===== src/rtl/tree_share_arb.sv =====
// Round-robin arbiter feeding one shared pipelined adder tree.
// Tracks {valid, id} alongside the tree so each result is tagged with its owner.
module tree_share_arb #(
    parameter int unsigned REQ_NUM     = 4,
    parameter int unsigned TREE_STAGES = 7,
    parameter int unsigned ID_WIDTH    = $clog2(REQ_NUM),
    parameter int unsigned CNT_WIDTH   = $clog2(TREE_STAGES + 1)
) (
    input  logic                 clk,
    input  logic                 reset_n,
    input  logic                 hold,
    input  logic [REQ_NUM-1:0]   req_valid,
    output logic [REQ_NUM-1:0]   req_ready,
    output logic [ID_WIDTH-1:0]  mux_sel,
    output logic                 mux_valid,
    output logic                 rsp_valid,
    output logic [ID_WIDTH-1:0]  rsp_id,
    output logic [CNT_WIDTH-1:0] inflight,
    output logic                 idle
);

    logic [ID_WIDTH-1:0]    ptr;
    logic                   grant;
    logic [ID_WIDTH-1:0]    grant_idx;
    logic [TREE_STAGES-1:0] pipe_valid;
    logic [ID_WIDTH-1:0]    pipe_id [TREE_STAGES];

    // Index (base + off) wrapped modulo REQ_NUM.
    function automatic logic [ID_WIDTH-1:0] wrap_add(input logic [ID_WIDTH-1:0] base,
                                                     input int unsigned off);
        return ID_WIDTH'((32'(base) + off) % REQ_NUM);
    endfunction

    // Round-robin search from ptr; reset forces the grant path quiet.
    always_comb begin
        grant     = 1'b0;
        grant_idx = '0;
        if (reset_n && !hold) begin
            for (int unsigned i = 0; i < REQ_NUM; i++) begin
                if (!grant && req_valid[wrap_add(ptr, i)]) begin
                    grant     = 1'b1;
                    grant_idx = wrap_add(ptr, i);
                end
            end
        end
    end

    always_comb begin
        req_ready = '0;
        if (grant) begin
            req_ready[grant_idx] = 1'b1;
        end
        mux_valid = grant;
        mux_sel   = grant_idx;
        idle      = (inflight == '0) && !grant;
    end

    always_ff @(posedge clk or negedge reset_n) begin
        if (!reset_n) begin
            ptr <= '0;
        end else if (grant) begin
            ptr <= wrap_add(grant_idx, 1);
        end
    end

    // Tag pipeline: same depth as the tree, free-running, no stall.
    always_ff @(posedge clk or negedge reset_n) begin
        if (!reset_n) begin
            pipe_valid <= '0;
            for (int unsigned s = 0; s < TREE_STAGES; s++) begin
                pipe_id[s] <= '0;
            end
        end else begin
            pipe_valid[0] <= grant;
            pipe_id[0]    <= grant_idx;
            for (int unsigned s = 1; s < TREE_STAGES; s++) begin
                pipe_valid[s] <= pipe_valid[s-1];
                pipe_id[s]    <= pipe_id[s-1];
            end
        end
    end

    assign rsp_valid = pipe_valid[TREE_STAGES-1];
    assign rsp_id    = pipe_id[TREE_STAGES-1];

    // A simultaneous grant and retire leaves the count unchanged.
    always_ff @(posedge clk or negedge reset_n) begin
        if (!reset_n) begin
            inflight <= '0;
        end else if (grant && !rsp_valid) begin
            inflight <= inflight + CNT_WIDTH'(1);
        end else if (!grant && rsp_valid) begin
            inflight <= inflight - CNT_WIDTH'(1);
        end
    end

endmodule


===== config.mk =====
export PLATFORM = sky130hd
export DESIGN_NAME = tree_share_arb
export DESIGN_NICKNAME = d
export VERILOG_FILES = /design/src/rtl/tree_share_arb.sv
export SDC_FILE = /design/constraint.sdc
export NUM_CORES = 1
export LEC_CHECK = 0
export CAP_MARGIN = 20
export CORE_UTILIZATION = 49
export DETAILED_ROUTE_END_ITERATION = 10
export PLACE_DENSITY = 0.74
export SLEW_MARGIN = 40
export SYNTH_ARGS = -nofsm -noshare
export SYNTH_HDL_FRONTEND = slang
export SYNTH_SLANG_ARGS = --single-unit

===== constraint.sdc =====
create_clock -name clk -period 1.95 [get_ports clk]
set_clock_uncertainty 0.1 [all_clocks]
set_input_delay 0.39 -clock clk [delete_from_list [all_inputs] [get_ports clk]]
set_output_delay 0.39 -clock clk [all_outputs]
set_load 0.01 [all_outputs]

* After elaboration in Yosys (flattened, before gate mapping)
Cells that the tools add are included.
Storage, ports and cells: word-level logic and storage cells 64, bits in registers 26
Cells by class: mux-type cells 26, $add $sub $neg 6, magnitude comparators 6, reductions and logical operators 16
Operators with widths (count):
- less-than comparator 2 x 3 -> 1 bit, second input constant | 5
- two-way mux 1 bit | 13
- two-way mux 2 bit | 5
- binary-select mux 1 bit (select 2 bit) | 4
- logical AND 1 bit | 8
- zero test 1 bit | 6
- two-way mux 3 bit | 2
- adder 2 x 1 -> 2 bit, second input constant | 2
- adder 2 bit, second input constant | 2
- two-way mux 4 bit | 1
- adder 3 x 1 -> 3 bit, second input constant | 1
- zero test 3 bit | 1
- subtractor 3 x 1 -> 3 bit, second input constant | 1
- demux 1 bit (select 2 bit) | 1
- >= comparator 2 x 1 -> 1 bit, second input constant | 1
- nonzero test 2 bit | 1

* Longest topological paths before layout
Gate-level depths: netlist of the first run.
word-level depth 21, depth in mapped cells 8, gate-level depth less buffers 8

* Worst setup path after synthesis of the first run
No wires, ideal clock.
kind input to output, start point input reset_n, end point output req_ready[1], path slack -103 ps, arrival time 1563 ps, stages on the path 5, data required time 1460 ps, path through nor2b_4 a21boi_4 nor2b_1 ha_1 and2_1
On the way: elaborated cells between the ends (all ways) 9
RTL lines:
- from (decl) | line 10 | input logic reset_n,
- logical AND 1 bit | line 38 | if (reset_n && !hold) begin
- two-way mux 1 bit | line 38
- via mux_valid | line 15 | output logic mux_valid,
- two-way mux 4 bit | line 50 | if (grant) begin
- to (decl) | line 13 | output logic [REQ_NUM-1:0] req_ready,
The timed path passes the listed nets, and every way through them passes these cells.

* Final worst setup path of the first run
start point register ptr[1], end point output req_ready[0]
On the way: longest elaborated chain between the ends 21, elaborated cells between the ends (all ways) 36
Ends and longest elaborated chain:
- from (decl) | line 22 | logic [ID_WIDTH-1:0] ptr;
- from (signal assigned) | line 62 | ptr <= wrap_add(grant_idx, 1);
- binary-select mux 1 bit (select 2 bit) | line 40 | if (!grant && req_valid[wrap_add(ptr, i)]) begin
- two-way mux 1 bit (implied by the code) | line 40
- two-way mux 1 bit | line 40
- two-way mux 1 bit | line 38
- zero test 1 bit | line 40
- logical AND 1 bit | line 40
- two-way mux 1 bit | line 40
- two-way mux 1 bit | line 38
- [5 not listed]
- logical AND 1 bit | line 40
- two-way mux 2 bit | line 40
- two-way mux 2 bit | line 38
- less-than comparator 2 x 3 -> 1 bit (implied by the code) or >= comparator 2 x 1 -> 1 bit (tied branches) | line 51 | req_ready[grant_idx] = 1'b1;
- logical AND 1 bit (implied by the code) | line 51
- two-way mux 1 bit (implied by the code) | line 51
- demux 1 bit (select 2 bit) | line 51
- two-way mux 4 bit (*) | line 50
Every way passes the cells marked *; elsewhere a longest branch is shown, timed or not. The select of a mux whose other input is x is not followed.

==> flow_metrics.py, run 1 <==
metrics = {
    "sta": {
        "rsz0062_at_grt": "yes",
        "setup_viol": 6,
        "worst_pin_slew_ns": 0.2999,
        "finalHoldViolations": 0,
        "relSlewSlack_pct": 80.00,
        "slew_viol_final": 0,
        "setup_ws_ns": -0.4240,
        "finalCritPeriodShare_pct": 121.7,
        "max_freq_mhz": 421.2,
        "post-route-min-period_ns": 2.374,
    },
    "detailed_routing": {
        "drt_iter0_drc": 0,
        "drt-total-wl_um": 1911,
        "route.vias.total": 664,
        "antenna_left": 0,
        "drc_errors": 0,
        "dr.pass1.iters": 1,
        "post_drt_wl_per_cell_um": 14.05,
        "vias_per_cell": 4.882,
    },
    "clock_tree": {
        "cts_root_buf": "clkbuf_4",
        "clock_sinks": 26,
        "cts_made_buffers": 3,
        "cts_tree": "yes",
        "cts_max_level": 1,
        "clk_pin_slew_worst_paths_ns": 0.11,
        "clk_path_buf_depth": 2,
        "clock_insertion_delay_worst_skew_ns": 0.30,
    },
    "setup_path": {
        "r2r_start": "ptr[1]",
        "rr_worst_depth": 5,
        "r2r-end": "ptr[1]",
        "critPathArrivalTime_ns": 1.88,
        "path_class": "reg -> out",
        "slowest_stage": "dfrtp_2",
        "cpPeakStageDelay_ns": 0.48,
        "cp-end-kind": "output port",
        "cp.required_ns": 1.46,
        "path_delay_family": "simple AND/OR/NAND/NOR gates",
        "path_buf_inv": 1,
        "critPathLaunchType": "register",
        "ff2ff_setup_slack_ns": 0.06,
        "crit_chain": "or3b_4, o221ai_4, nand2b_4, ha_1, and2_1, buf_2",
        "cp_max_fo": 7,
    },
    "global_routing": {
        "grt_overflow": 0,
        "antenna_found_initial": 0,
        "grt_pass1_wl_um": 2753,
        "track_usage_pct": 18.50,
        "grt_max_degree": 27,
        "grt_pass1_vias": 639,
    },
    "synthesis": {
        "synth_nets": 83,
        "synth_common_cells": "dfrtp_1, ha_1, and2_1, inv_1",
        "ys_seq_area_share_pct": 62.13,
        "synth_top_cells_by_area": "dfrtp_1, ha_1, mux2_4, and2_1, fa_1",
        "synth_flop_cell": "dfrtp_1",
        "netlist_area_um2": 1047,
        "post-synth-top-count-cell": "dfrtp_1",
        "avgSynthCellArea_um2": 14.96,
        "syn_inst": 70,
        "async_reset_ff_share_pct": 100.0,
        "ys_ff_latch": 26,
        "yosys.cell_types.count": 30,
        "synth_edf_count": 0,
        "synth_area_leader_cell": "dfrtp_1",
        "netlist.area_leader.share_pct": 62.13,
        "yosysWarnings": 0,
    },
    "worst_hold_path": {
        "holdPathEnd": "pipe_id[8]",
        "min_path_type": "reg -> reg",
        "min_path_cells": 0,
        "hold_start": "pipe_id[10]",
    },
    "cells_and_area": {
        "layout-drive-gt1-share_pct": 55.96,
        "nNetsFinal": 124,
        "instances_no_fill": 136,
        "area_growth_pct": 49.34,
        "final_util_pct": 78.91,
        "n_antenna_cell": 0,
    },
    "pwr": {
        "pwr-share-seq_pct": 52.1,
        "vdd_drop_max_mv": 0.6660,
        "power.leakage_nw": 0.7282,
        "p_total_mw": 1.332,
        "switchingPower_mw": 0.3820,
        "clockPowerShare_pct": 15.2,
        "intPower_mw": 0.9497,
        "p_comb_share_pct": 32.7,
        "p_sw_share_pct": 28.68,
        "pwr_density_cell_nw_per_um2": 851.5,
    },
    "run_status": {
        "violations": "negative setup slack",
        "outcome": "finished with violations",
    },
    "floorplanning": {
        "die_width_um": 48.23,
        "start_util_pct": 52.84,
        "rows": 16,
        "coreArea_um2": 1982,
        "pin_count": 21,
        "die_h_um": 48.23,
        "dieArea_um2": 2326,
    },
    "job": {
        "maxCapViolCount": 0,
    },
    "placement": {
        "io_buffers": 20,
        "finalWeightedCongestion": 0.6342,
        "dp_hpwl_um": 1341,
        "post-place-cells": 126,
        "pre_cts_ws_ns": -0.9701,
    },
}
==> flip-flops by register name (all words and copies together) (netlist names) <==
signal	count
rsp_id	2
inflight	3
pipe_valid	7
ptr	2
pipe_id	12
==> through the flow <==
stage	hold WS, ns	setup TNS (ns)	instance area, um2
2_1_floorplan	-0.005591	-0.1684	1065
3_3_place_gp	0.2327	-8.400	1366
3_5_place_dp	0.2347	-8.979	1366
4_1_cts	0.2625	-1.976	1481
5_1_grt	0.2684	-2.536	1564
6_report	0.2596	-1.902	1564
==> timing repair <==
item / in CTS / in global routing
hold buffers: 1 / 0
setup endpoints to repair: 11 / 9
gates resized for setup: 81 / 13
pin swaps: 11 / 9
buffers inserted: 4 / 2
hold endpoints to repair: 26 / 0
==> power groups by stage <==
stage                     Sequential, mW  Clock (mW)  Combinational (mW)
after CTS                          0.681       0.215               0.415
after detailed placement           0.680           0               0.377
after floorplan                    0.694           0               0.159
after global placement             0.676           0               0.368
after global routing               0.704       0.236               0.476
final                              0.694       0.202               0.436
==> kinds of logic after synthesis <==
logic type      Yosys count  share of synthesized area [%]
xor+xnor                  3                          2.509
simple gates             16                          11.59
flops                    26                          62.13
fa+ha+maj                 6                          7.885
buf+inv                   6                          2.867
compound gates            9                          8.124
mux                       4                          4.899
==> area by class of cell <==
cell class / instances / area (um2)
multi-input cells: 38 / 493.0
clock buffers: 3 / 22.52
repair buffers: 38 / 344.1
well taps: 27 / 33.78
inverters: 4 / 17.52
flip-flops and latches: 26 / 653.1
fillers: 124 / 417.9
==> per-layer routing <==
metal,up-vias,wire length (um),global-route usage [%]
li1,315,-,-
met1,324,725,20.44
met2,21,1066,31.20
met3,4,97,7.407
met4,0,21,8.333
met5,-,0,0
==> placed cells by master (no fill, tap or decap), types with 3 or more instances in the layout <==
| cell type | n |
|---|---|
| buf_2 | 5 |
| dfrtp_1 | 24 |
| clkbuf_4 | 3 |
| inv_1 | 3 |
| buf_6 | 14 |
| ha_4 | 3 |
| buf_4 | 11 |
| clkdlybuf4s50_1 | 6 |
==> worst max path at each step <==
stage / startpoint / to / slack [ns] / depth (start not counted)
CTS: ptr[1] / req_ready[2] / -0.41 / 6
detailed placement: req_valid[1] / req_ready[0] / -0.97 / 7
finish: ptr[1] / req_ready[0] / -0.42 / 6
floorplan: reset_n / inflight[2] / -0.05 / 8
global placement: req_valid[1] / req_ready[0] / -0.92 / 7
global route: ptr[1] / req_ready[0] / -0.50 / 6
No activity file was read; power rests on OpenSTA's default activity.
==> inputs of run 2 (changes only) <==
--- a/config.mk
+++ b/config.mk
@@ -7,6 +7,7 @@
 export LEC_CHECK = 0
 export CAP_MARGIN = 20
 export CORE_UTILIZATION = 49
+export CTS_CLUSTER_DIAMETER = 60
 export DETAILED_ROUTE_END_ITERATION = 10
 export PLACE_DENSITY = 0.74
 export SLEW_MARGIN = 40
==> results of run 2 <==
Same layout as run 1: the final DEF is identical, and so are final timing and power.
